**src/rtl/lenet_fe_pkg.sv**
```systemverilog
// lenet_fe_pkg: shared defaults and sequencer state encoding for the LeNet front end.
package lenet_fe_pkg;
  localparam int DEF_NUM_MAPS = 6;
  localparam int DEF_IMG_W = 32;
  localparam int DEF_K = 5;
  typedef enum logic [2:0] {IDLE, WLOAD, LC_START, STREAM, DRAIN, NEXT, FINISH} seq_state_e;
  function automatic int win_count(input int img_w, input int k);
    return (img_w - k + 1) * (img_w - k + 1);
  endfunction
endpackage

```
**src/rtl/seq_pixel_fetch.sv**
```systemverilog
// seq_pixel_fetch: image RAM read-latency alignment with a 1-entry skid register.
module seq_pixel_fetch (
  input  logic       clk,
  input  logic       reset,
  input  logic       i_rd_en,
  input  logic [7:0] i_img_data,
  input  logic       i_pixel_ready,
  output logic       o_can_issue,
  output logic       o_pixel_valid,
  output logic [7:0] o_pixel
);
  logic       inflight_q, hold_v_q;
  logic [7:0] hold_q;
  assign o_pixel_valid = hold_v_q | inflight_q;
  assign o_pixel = hold_v_q ? hold_q : (inflight_q ? i_img_data : '0);
  // A new read is safe only if whatever is shown now leaves this cycle, so the skid never overflows.
  assign o_can_issue = !o_pixel_valid || i_pixel_ready;
  always_ff @(posedge clk or posedge reset) begin
    if (reset) begin
      inflight_q <= 1'b0;
      hold_v_q   <= 1'b0;
      hold_q     <= '0;
    end else begin
      inflight_q <= i_rd_en;
      hold_v_q   <= o_pixel_valid && !i_pixel_ready;
      hold_q     <= o_pixel;
    end
  end
endmodule

```
**src/rtl/conv_layer_sequencer.sv**
```systemverilog
// conv_layer_sequencer: runs weight load, line-controller start and pixel streaming per feature map.
// Optional SEQ_WINDOW_CHECK_EN counts conv handshakes per map and flags a mismatch on o_err.
module conv_layer_sequencer
  import lenet_fe_pkg::*;
#(
  parameter int NUM_MAPS = DEF_NUM_MAPS,
  parameter int IMG_W = DEF_IMG_W,
  parameter int K = DEF_K
) (
  input  logic       clk,
  input  logic       reset,
  input  logic       i_start,
  output logic       o_done,
  output logic       o_busy,
  output logic [9:0] o_img_addr,
  output logic       o_img_rd_en,
  input  logic [7:0] i_img_data,
  output logic [2:0] o_map_sel,
  output logic       o_wload_start,
  input  logic       i_wload_done,
  output logic       o_lc_start,
  output logic       o_pixel_valid,
  output logic [7:0] o_pixel,
  input  logic       i_pixel_ready,
  input  logic       i_lc_done,
  input  logic       i_conv_valid,
  input  logic       i_conv_ready,
  output logic       o_map_done,
  output logic       o_err
);
  localparam int NPIX = IMG_W * IMG_W;
  localparam int WIN = win_count(IMG_W, K);
  seq_state_e  state_q, state_d;
  logic [2:0]  map_q, map_d;
  logic [10:0] rd_cnt_q, rd_cnt_d, xfer_cnt_q, xfer_cnt_d;
  logic        wload_start_q, can_issue, xfer, last_xfer, lc_accept;
  seq_pixel_fetch u_fetch (
    .clk           (clk),
    .reset         (reset),
    .i_rd_en       (o_img_rd_en),
    .i_img_data    (i_img_data),
    .i_pixel_ready (i_pixel_ready),
    .o_can_issue   (can_issue),
    .o_pixel_valid (o_pixel_valid),
    .o_pixel       (o_pixel)
  );
  assign o_img_rd_en = state_q == STREAM && rd_cnt_q < 11'(NPIX) && can_issue;
  assign o_img_addr = rd_cnt_q[9:0];
  assign xfer = o_pixel_valid && i_pixel_ready;
  assign last_xfer = xfer && xfer_cnt_q == 11'(NPIX - 1);
  assign lc_accept = i_lc_done && (state_q == DRAIN || (state_q == STREAM && last_xfer));
  assign o_busy = state_q != IDLE;
  assign o_lc_start = state_q == LC_START;
  assign o_map_done = state_q == NEXT;
  assign o_done = state_q == FINISH;
  assign o_map_sel = map_q;
  assign o_wload_start = wload_start_q;
  always_comb begin
    state_d = state_q;
    map_d = map_q;
    rd_cnt_d = rd_cnt_q + 11'(o_img_rd_en);
    xfer_cnt_d = xfer_cnt_q + 11'(xfer);
    case (state_q)
      IDLE: if (i_start) begin
        state_d = WLOAD;
        map_d = '0;
      end
      WLOAD: if (i_wload_done) state_d = LC_START;
      LC_START: begin
        state_d = STREAM;
        rd_cnt_d = '0;
        xfer_cnt_d = '0;
      end
      STREAM: if (last_xfer) state_d = i_lc_done ? NEXT : DRAIN;
      DRAIN: if (i_lc_done) state_d = NEXT;
      NEXT: begin
        state_d = (map_q == 3'(NUM_MAPS - 1)) ? FINISH : WLOAD;
        map_d = (map_q == 3'(NUM_MAPS - 1)) ? map_q : map_q + 3'd1;
      end
      FINISH: state_d = IDLE;
      default: state_d = IDLE;
    endcase
  end
  always_ff @(posedge clk or posedge reset) begin
    if (reset) begin
      state_q       <= IDLE;
      map_q         <= '0;
      rd_cnt_q      <= '0;
      xfer_cnt_q    <= '0;
      wload_start_q <= 1'b0;
    end else begin
      state_q       <= state_d;
      map_q         <= map_d;
      rd_cnt_q      <= rd_cnt_d;
      xfer_cnt_q    <= xfer_cnt_d;
      wload_start_q <= state_d == WLOAD && state_q != WLOAD;
    end
  end
`ifdef SEQ_WINDOW_CHECK_EN
  logic [15:0] win_cnt_q, win_cnt_d, win_now;
  logic        err_q, err_d;
  always_comb begin
    win_now = win_cnt_q + 16'(i_conv_valid && i_conv_ready);
    win_cnt_d = (state_q == LC_START) ? '0 : win_now;
    err_d = (state_q == IDLE && i_start) ? 1'b0 : err_q | (lc_accept && win_now != 16'(WIN));
  end
  always_ff @(posedge clk or posedge reset) begin
    if (reset) begin
      win_cnt_q <= '0;
      err_q     <= 1'b0;
    end else begin
      win_cnt_q <= win_cnt_d;
      err_q     <= err_d;
    end
  end
  assign o_err = err_q;
`else
  logic unused_conv;
  assign unused_conv = ^{i_conv_valid, i_conv_ready, lc_accept, WIN};
  assign o_err = 1'b0;
`endif
endmodule

```
**config.mk**
```make
export PLATFORM = sky130hd
export DESIGN_NAME = conv_layer_sequencer
export DESIGN_NICKNAME = d
export VERILOG_FILES = /design/src/rtl/lenet_fe_pkg.sv /design/src/rtl/seq_pixel_fetch.sv /design/src/rtl/conv_layer_sequencer.sv
export SDC_FILE = /design/constraint.sdc
export NUM_CORES = 1
export LEC_CHECK = 0
export BUFFER_PORTS_ARGS = -buffer_cell sky130_fd_sc_hd__buf_2
export CORE_MARGIN = 8
export CORE_UTILIZATION = 53
export CTS_CLUSTER_DIAMETER = 50
export DETAILED_ROUTE_END_ITERATION = 6
export PLACE_DENSITY_LB_ADDON = 0.25
export SYNTH_ARGS = -nofsm -noshare
export SYNTH_HDL_FRONTEND = slang
export SYNTH_SLANG_ARGS = --single-unit
```
**constraint.sdc**
```tcl
create_clock -name clk -period 2.7 [get_ports clk]
set_clock_uncertainty 0.05 [all_clocks]
set_input_delay 0.54 -clock clk [delete_from_list [all_inputs] [get_ports clk]]
set_output_delay 0.54 -clock clk [all_outputs]
set_load 0.02 [all_outputs]
```
# Yosys cells after proc, flatten, opt, wreduce, memory -nomap -nowiden
# Index checks and enable logic that the tools add are counted.
[op_classes]
addsub = 3
order_cmp = 1
n_eq_ne = 12
mux = 14
bitwise_logic = 1
reduce_logical = 13
[op_table]
columns = ["op", "n"]
rows = [
  ["$add 11x1->11", 2],
  ["$mux 11", 2],
  ["$mux 3", 7],
  ["$pmux 3 s6", 1],
  ["$mux 8", 2],
  ["$eq 3x3->1 const B", 4],
  ["$eq 11x10->1 const B", 1],
  ["$lt 11x11->1 const B", 1],
  ["$eq 3x1->1 const B", 2],
  ["$eq 3x2->1 const B", 2],
  ["$logic_and 1x1->1", 6],
  ["$pmux 3 s2", 1],
  ["$ne 2x2->1 const B", 2],
  ["$add 3x1->3 const B", 1],
  ["$logic_not 3->1", 1],
  ["$ne 3x1->1 const B", 1],
  ["$reduce_and 3->1", 1],
  ["$reduce_bool 3->1", 1],
  ["$logic_not 1->1", 2],
  ["$reduce_bool 2->1", 1],
  ["$logic_or 1x1->1", 1],
  ["$mux 1", 1],
  ["$or 1x1->1", 1],
]
[word_totals]
ff_bits = 39
in_bits = 16
output_inout_bits = 29
wordCells = 52

# Depth between registers and ports, before layout
[depth]
ltp_word = 7
depth_mapped = 10
depth_no_buf = 9

# Hierarchy
# From an unflattened synthesis, not the netlist that was laid out.
[unflattened]
cells_unflattened = 194
hier_area_um2 = 1933.1
[by_module_without_submodules]
columns = ["module", "instances", "cells_per_inst", "area_each_um2", "seq_area_each_um2"]
rows = [
  ["conv_layer_sequencer", 1, 166, 1547.7, 725.7],
  ["seq_pixel_fetch", 1, 28, 385.4, 250.2],
]

# Least setup slack after synthesis
# Ideal clock, no wire load.
[synth_path]
kind = "flip-flop to flip-flop"
from = "reg u_fetch.hold_v_q"
to = "reg rd_cnt_q[8]"
setup_time_ns = 0.142
arrival_time_ns = 2.939
t_required_ns = 2.508
path_slack_ns = -0.431
stages_incl_launch_ff = 11
path_buffers = 1
period_less_slack_ns = 3.131
path_cell_list = "dfrtp_1 > clkbuf_1 > or2_1 > nor2b_1 > nor4b_1 > ha_1 > ha_1 > and4_1 > nand4_1 > xor2_1 > nor2_1"
[synth_via]
elab_chain_len = 6
[synth_rtl]
columns = ["item", "line", "text"]
rows = [
  ["start, declared", "seq_pixel_fetch.sv:12", "logic inflight_q, hold_v_q;"],
  ["start signal, assigned", "seq_pixel_fetch.sv:25", "hold_v_q <= o_pixel_valid && !i_pixel_ready;"],
  ["$or 1x1->1", "seq_pixel_fetch.sv:14", "assign o_pixel_valid = hold_v_q | inflight_q;"],
  ["named net o_pixel_valid", "conv_layer_sequencer.sv:22", "output logic o_pixel_valid,"],
  ["$logic_not 1->1", "seq_pixel_fetch.sv:17", "assign o_can_issue = !o_pixel_valid || i_pixel_ready;"],
  ["$logic_or 1x1->1", "seq_pixel_fetch.sv:17", ""],
  ["$logic_and 1x1->1", "conv_layer_sequencer.sv:47", "assign o_img_rd_en = state_q == STREAM && rd_cnt_q < 11'(NPIX) && can_issue;"],
  ["named net o_img_rd_en", "conv_layer_sequencer.sv:16", "output logic o_img_rd_en,"],
  ["$add 11x1->11", "conv_layer_sequencer.sv:61", "rd_cnt_d = rd_cnt_q + 11'(o_img_rd_en);"],
  ["$mux 11", "conv_layer_sequencer.sv:63", "case (state_q)"],
  ["named net rd_cnt_d[8]", "conv_layer_sequencer.sv:35", "logic [10:0] rd_cnt_q, rd_cnt_d, xfer_cnt_q, xfer_cnt_d;"],
  ["end signal, assigned", "conv_layer_sequencer.sv:94", "rd_cnt_q <= rd_cnt_d;"],
  ["end, declared", "conv_layer_sequencer.sv:35", ""],
]
# The timed path passes the listed nets, and every way through them passes these cells.
# A chain may end at the register's enable or synchronous reset.

# Worst setup path in the final report
[layout_path]
from = "reg u_fetch.hold_v_q"
to = "reg rd_cnt_q[8]"
[layout_via]
elab_chain_len = 6
[layout_rtl]
columns = ["item", "line"]
rows = [
  ["$or 1x1->1", "seq_pixel_fetch.sv:14"],
  ["$logic_not 1->1", "seq_pixel_fetch.sv:17"],
  ["$logic_or 1x1->1", "seq_pixel_fetch.sv:17"],
  ["$logic_and 1x1->1", "conv_layer_sequencer.sv:47"],
  ["$add 11x1->11", "conv_layer_sequencer.sv:61"],
  ["$mux 11", "conv_layer_sequencer.sv:63"],
  ["named net rd_cnt_d[8]", "conv_layer_sequencer.sv:35"],
]
# The timed path passes the listed nets, and every way through them passes these cells.

==> impl_metrics.json <==
{
  "run_status": "complete, no violations",
  "first_iter_violations": 66,
  "synth_warnings": 0,
  "clk_latency_worst_skew_pair_ns": 0.33,
  "power_report.internal_total_mw": 1.03,
  "die-height_microns": 76.3,
  "slowest_stage": "dfrtp_1",
  "grt_start_max_net_pins": 40,
  "maxSlewHeadroom_pct": 63.9,
  "synth_edf_count": 0,
  "crit_path_cell_trace": "or2_1 -> nor2b_1 -> nor4b_4 -> ha_1 -> ha_1 -> and4_1 -> nand4_1 -> xor2_1 -> nor2_1",
  "setup_viol": 0,
  "yosys.area.top_type": "dfrtp_1",
  "final-hold-violation-count": 0,
  "drt_drc_violations_left": 0,
  "worst-setup-path-type": "reg -> reg",
  "placement.io_buffers": 41,
  "antenna_left": 0,
  "numClockSinks": 39,
  "synth.avg_cell_area_sq_um": 10.6,
  "first_global_vias": 1482,
  "cts-resized-gates": 0,
  "cts_tree": "yes",
  "final_net_count": 237,
  "vias_per_cell": 5.25,
  "power_frac_seq_pct": 50.0,
  "synth_cell_types": 39,
  "floorplan.initialDensity_pct": 53.8,
  "postCtsSetupBuffers": 0,
  "synthesis.nets": 204,
  "max_clock_freq_mhz": 413,
  "num-fill-cells": 319,
  "htree_num_levels": 2,
  "total_half_perimeter_wirelength_after_legalization_and_detailed_placement_mm": 2.74,
  "clk_transition_reported_paths_ns": 0.11,
  "netlist_instances": 182,
  "layout.cells.non_filler": 264,
  "dpl.cell_count": 256,
  "die_w_microns": 76.3,
  "cts-buffers-inserted": 5,
  "share_comb_of_total_power_pct": 33.3,
  "hold_path.class": "in -> async",
  "ys_top_cells_by_area": "dfrtp_1, xor2_1, buf_4",
  "power.share.switching_pct": 38.0,
  "coreArea_sq_um": 3580,
  "worst_slew_pin_slew_ns": 0.540,
  "timing_max_transition_violations_final": 0,
  "critical_path_peak_fanout": 11,
  "fin_crit_sh_pct": 89.8,
  "clkPwrFrac_pct": 16.7,
  "number_of_rows_in_the_core_area": 22,
  "synth.ff_latch_count": 39,
  "irDropWorstVdd_v": 0.000483,
  "antenna_found_initial": 0,
  "num_io_pins": 45,
  "cts_root_buffer": "clkbuf_4",
  "cellPowerDensity_nw_per_um2": 769,
  "net-switching-power_mw": 0.633,
  "postSynth.topFlopCell": "dfrtp_1",
  "detail_route.wirelength_mm": 3.65,
  "critical_path_launch_point_type": "flip-flop",
  "sequential_fraction_of_the_synthesis_area_pct": 50.7,
  "grt_overall_usage_pct": 13.5,
  "timing.critical_path.slowest_cell_delay_ns": 0.51,
  "design.die.area_sq_um": 5820,
  "drt-wirelength-per-cell_microns": 13.8,
  "worst_hold_slack_ns": 0.251,
  "fin_setup_tns_ns": 0,
  "cp.arrival_ns": 2.60,
  "cap_violations": 0,
  "insertedDiodeCount": 0,
  "timing.critical_path.mode_cell": "ha_1",
  "gp_congestion": 0.780,
  "mappedNetlistArea_sq_um": 1930,
  "layout.cell_area.non_filler_sq_um": 2170,
  "syn2layout_area_growth_pct": 12.5,
  "detailedRoute.firstPassIterationCount": 4,
  "worst_ep_required_time_ns": 2.88,
  "grt_pass1_wl_mm": 6.56,
  "rsz0062_at_grt": "false",
  "async_flop_share_pct": 100,
  "post_route_cells_drive_above_1_share_pct": 26.4,
  "endpoint_kind": "flip-flop",
  "vias": 1387,
  "overflow": 0,
  "final.min_clock_period_ns": 2.42,
  "total_leakage_power_nw": 1.11,
  "cts_max_path_buffers": 2,
  "synth_top_area_share_pct": 50.7,
  "dpl-instance-area_sq_um": 2120,
  "ctsHoldBuffers": 0
}
[per-stage QoR]
step | util (%) | setup slack, ns | power, mW
after global placement | 59.2 | 0.359 | 1.38
final | 60.6 | 0.276 | 1.67
after detailed placement | 59.2 | 0.267 | 1.41
after floorplan | - | 0.112 | 1.27
after global routing | 60.6 | 0.0668 | 1.79
after CTS | 60.6 | 0.253 | 1.69
[path summary, 6_finish.rpt]
kind,from,end,slack (ns),cells after the start
max,u_fetch.hold_v_q,rd_cnt_q[8],0.28,9
min,reset,o_map_sel[0],0.25,3
max reg2reg,u_fetch.hold_v_q,rd_cnt_q[8],0.28,9
min reg2reg,u_fetch.hold_q[5],u_fetch.hold_q[5],0.47,1
max in group asynchronous,reset,u_fetch.hold_v_q,2.02,3
min in group clk,i_pixel_ready,u_fetch.hold_v_q,0.36,2
[cell families (layout without fill, tap and decap cells)]
group,after synthesis,in the layout,share of synthesized area (%)
AND/OR/NAND/NOR,74,74,22.4
flip-flops,39,39,50.7
buffers and inverters,25,59,7.15
AO/OA/AOI/OAI,19,19,7.34
XOR/XNOR,17,17,7.73
adder cells (fa/ha/maj),6,6,3.90
other,1,1,0.195
multiplexers,1,1,0.585
[power groups by stage]
stage	Combinational (mW)	Sequential [mW]	Clock [mW]
2_1_floorplan	0.463	0.812	0
3_3_place_gp	0.549	0.834	0
3_5_place_dp	0.563	0.845	0
4_1_cts	0.566	0.833	0.291
5_1_grt	0.619	0.858	0.313
6_report	0.555	0.833	0.278
[cell type report]
| type | count | area (sq um) | area share (%) |
|---|---|---|---|
| Inverter | 7 | 26.3 | 1.21 |
| Tap cell | 48 | 60.1 | 2.77 |
| Clock buffer | 7 | 45.0 | 2.08 |
| Clock inverter | 1 | 5.00 | 0.231 |
| Sequential cell | 39 | 976 | 45.0 |
| Timing Repair Buffer | 44 | 228 | 10.5 |
| Multi-Input combinational cell | 118 | 827 | 38.2 |
[critical path: cells and delay by family (launching register included)]
family,cells,cell delay (ns)
and+or+nand+nor,6,1.14
DFF,1,0.51
adders and majority gates,2,0.46
xor gates and xnor gates,1,0.15
[synth_stat cells (all sizes together), types with 2 or more instances]
master and instances:
o21ai 5, and4 4, a22o 8, nor2 22, nand2 9, ha 6
or2 2, inv 7, xor2 12, a21oi 2, clkbuf 5, nand4 6
nor3 3, nor4b 3, nand3 9, buf 13, or3 2, dfrtp 39
nor2b 6, xnor2 5
[registers in the layout, indices dropped and copies added (netlist names)]
name and count:
o_map_sel 3, xfer_cnt_q 11, state_q 3, u_fetch.hold_v_q 1
u_fetch.hold_q 8, rd_cnt_q 11, o_wload_start 1, u_fetch.inflight_q 1
[layer usage]
layer / part of all wire [%] / global-route usage, %
met5: 0 / 0
met4: 1.5 / 4.42
met3: 5.7 / 4.83
met2: 49 / 23.0
met1: 44 / 15.2
[placed cells by master (no fill, tap or decap), drive strengths merged, types with 2 or more instances in the layout]
cell type,netlist,routed
inv,7,7
ha,6,6
o21ai,5,5
xor2,12,12
nor4b,3,3
or3,2,2
nor2,22,22
nor2b,6,6
dfrtp,39,39
nand4,6,6
nand2,9,9
clkbuf,5,7
a21oi,2,2
or2,2,2
nor3,3,3
xnor2,5,5
nand3,9,9
buf,13,44
a22o,8,8
and4,4,4
(Power assumes the default switching activity.)
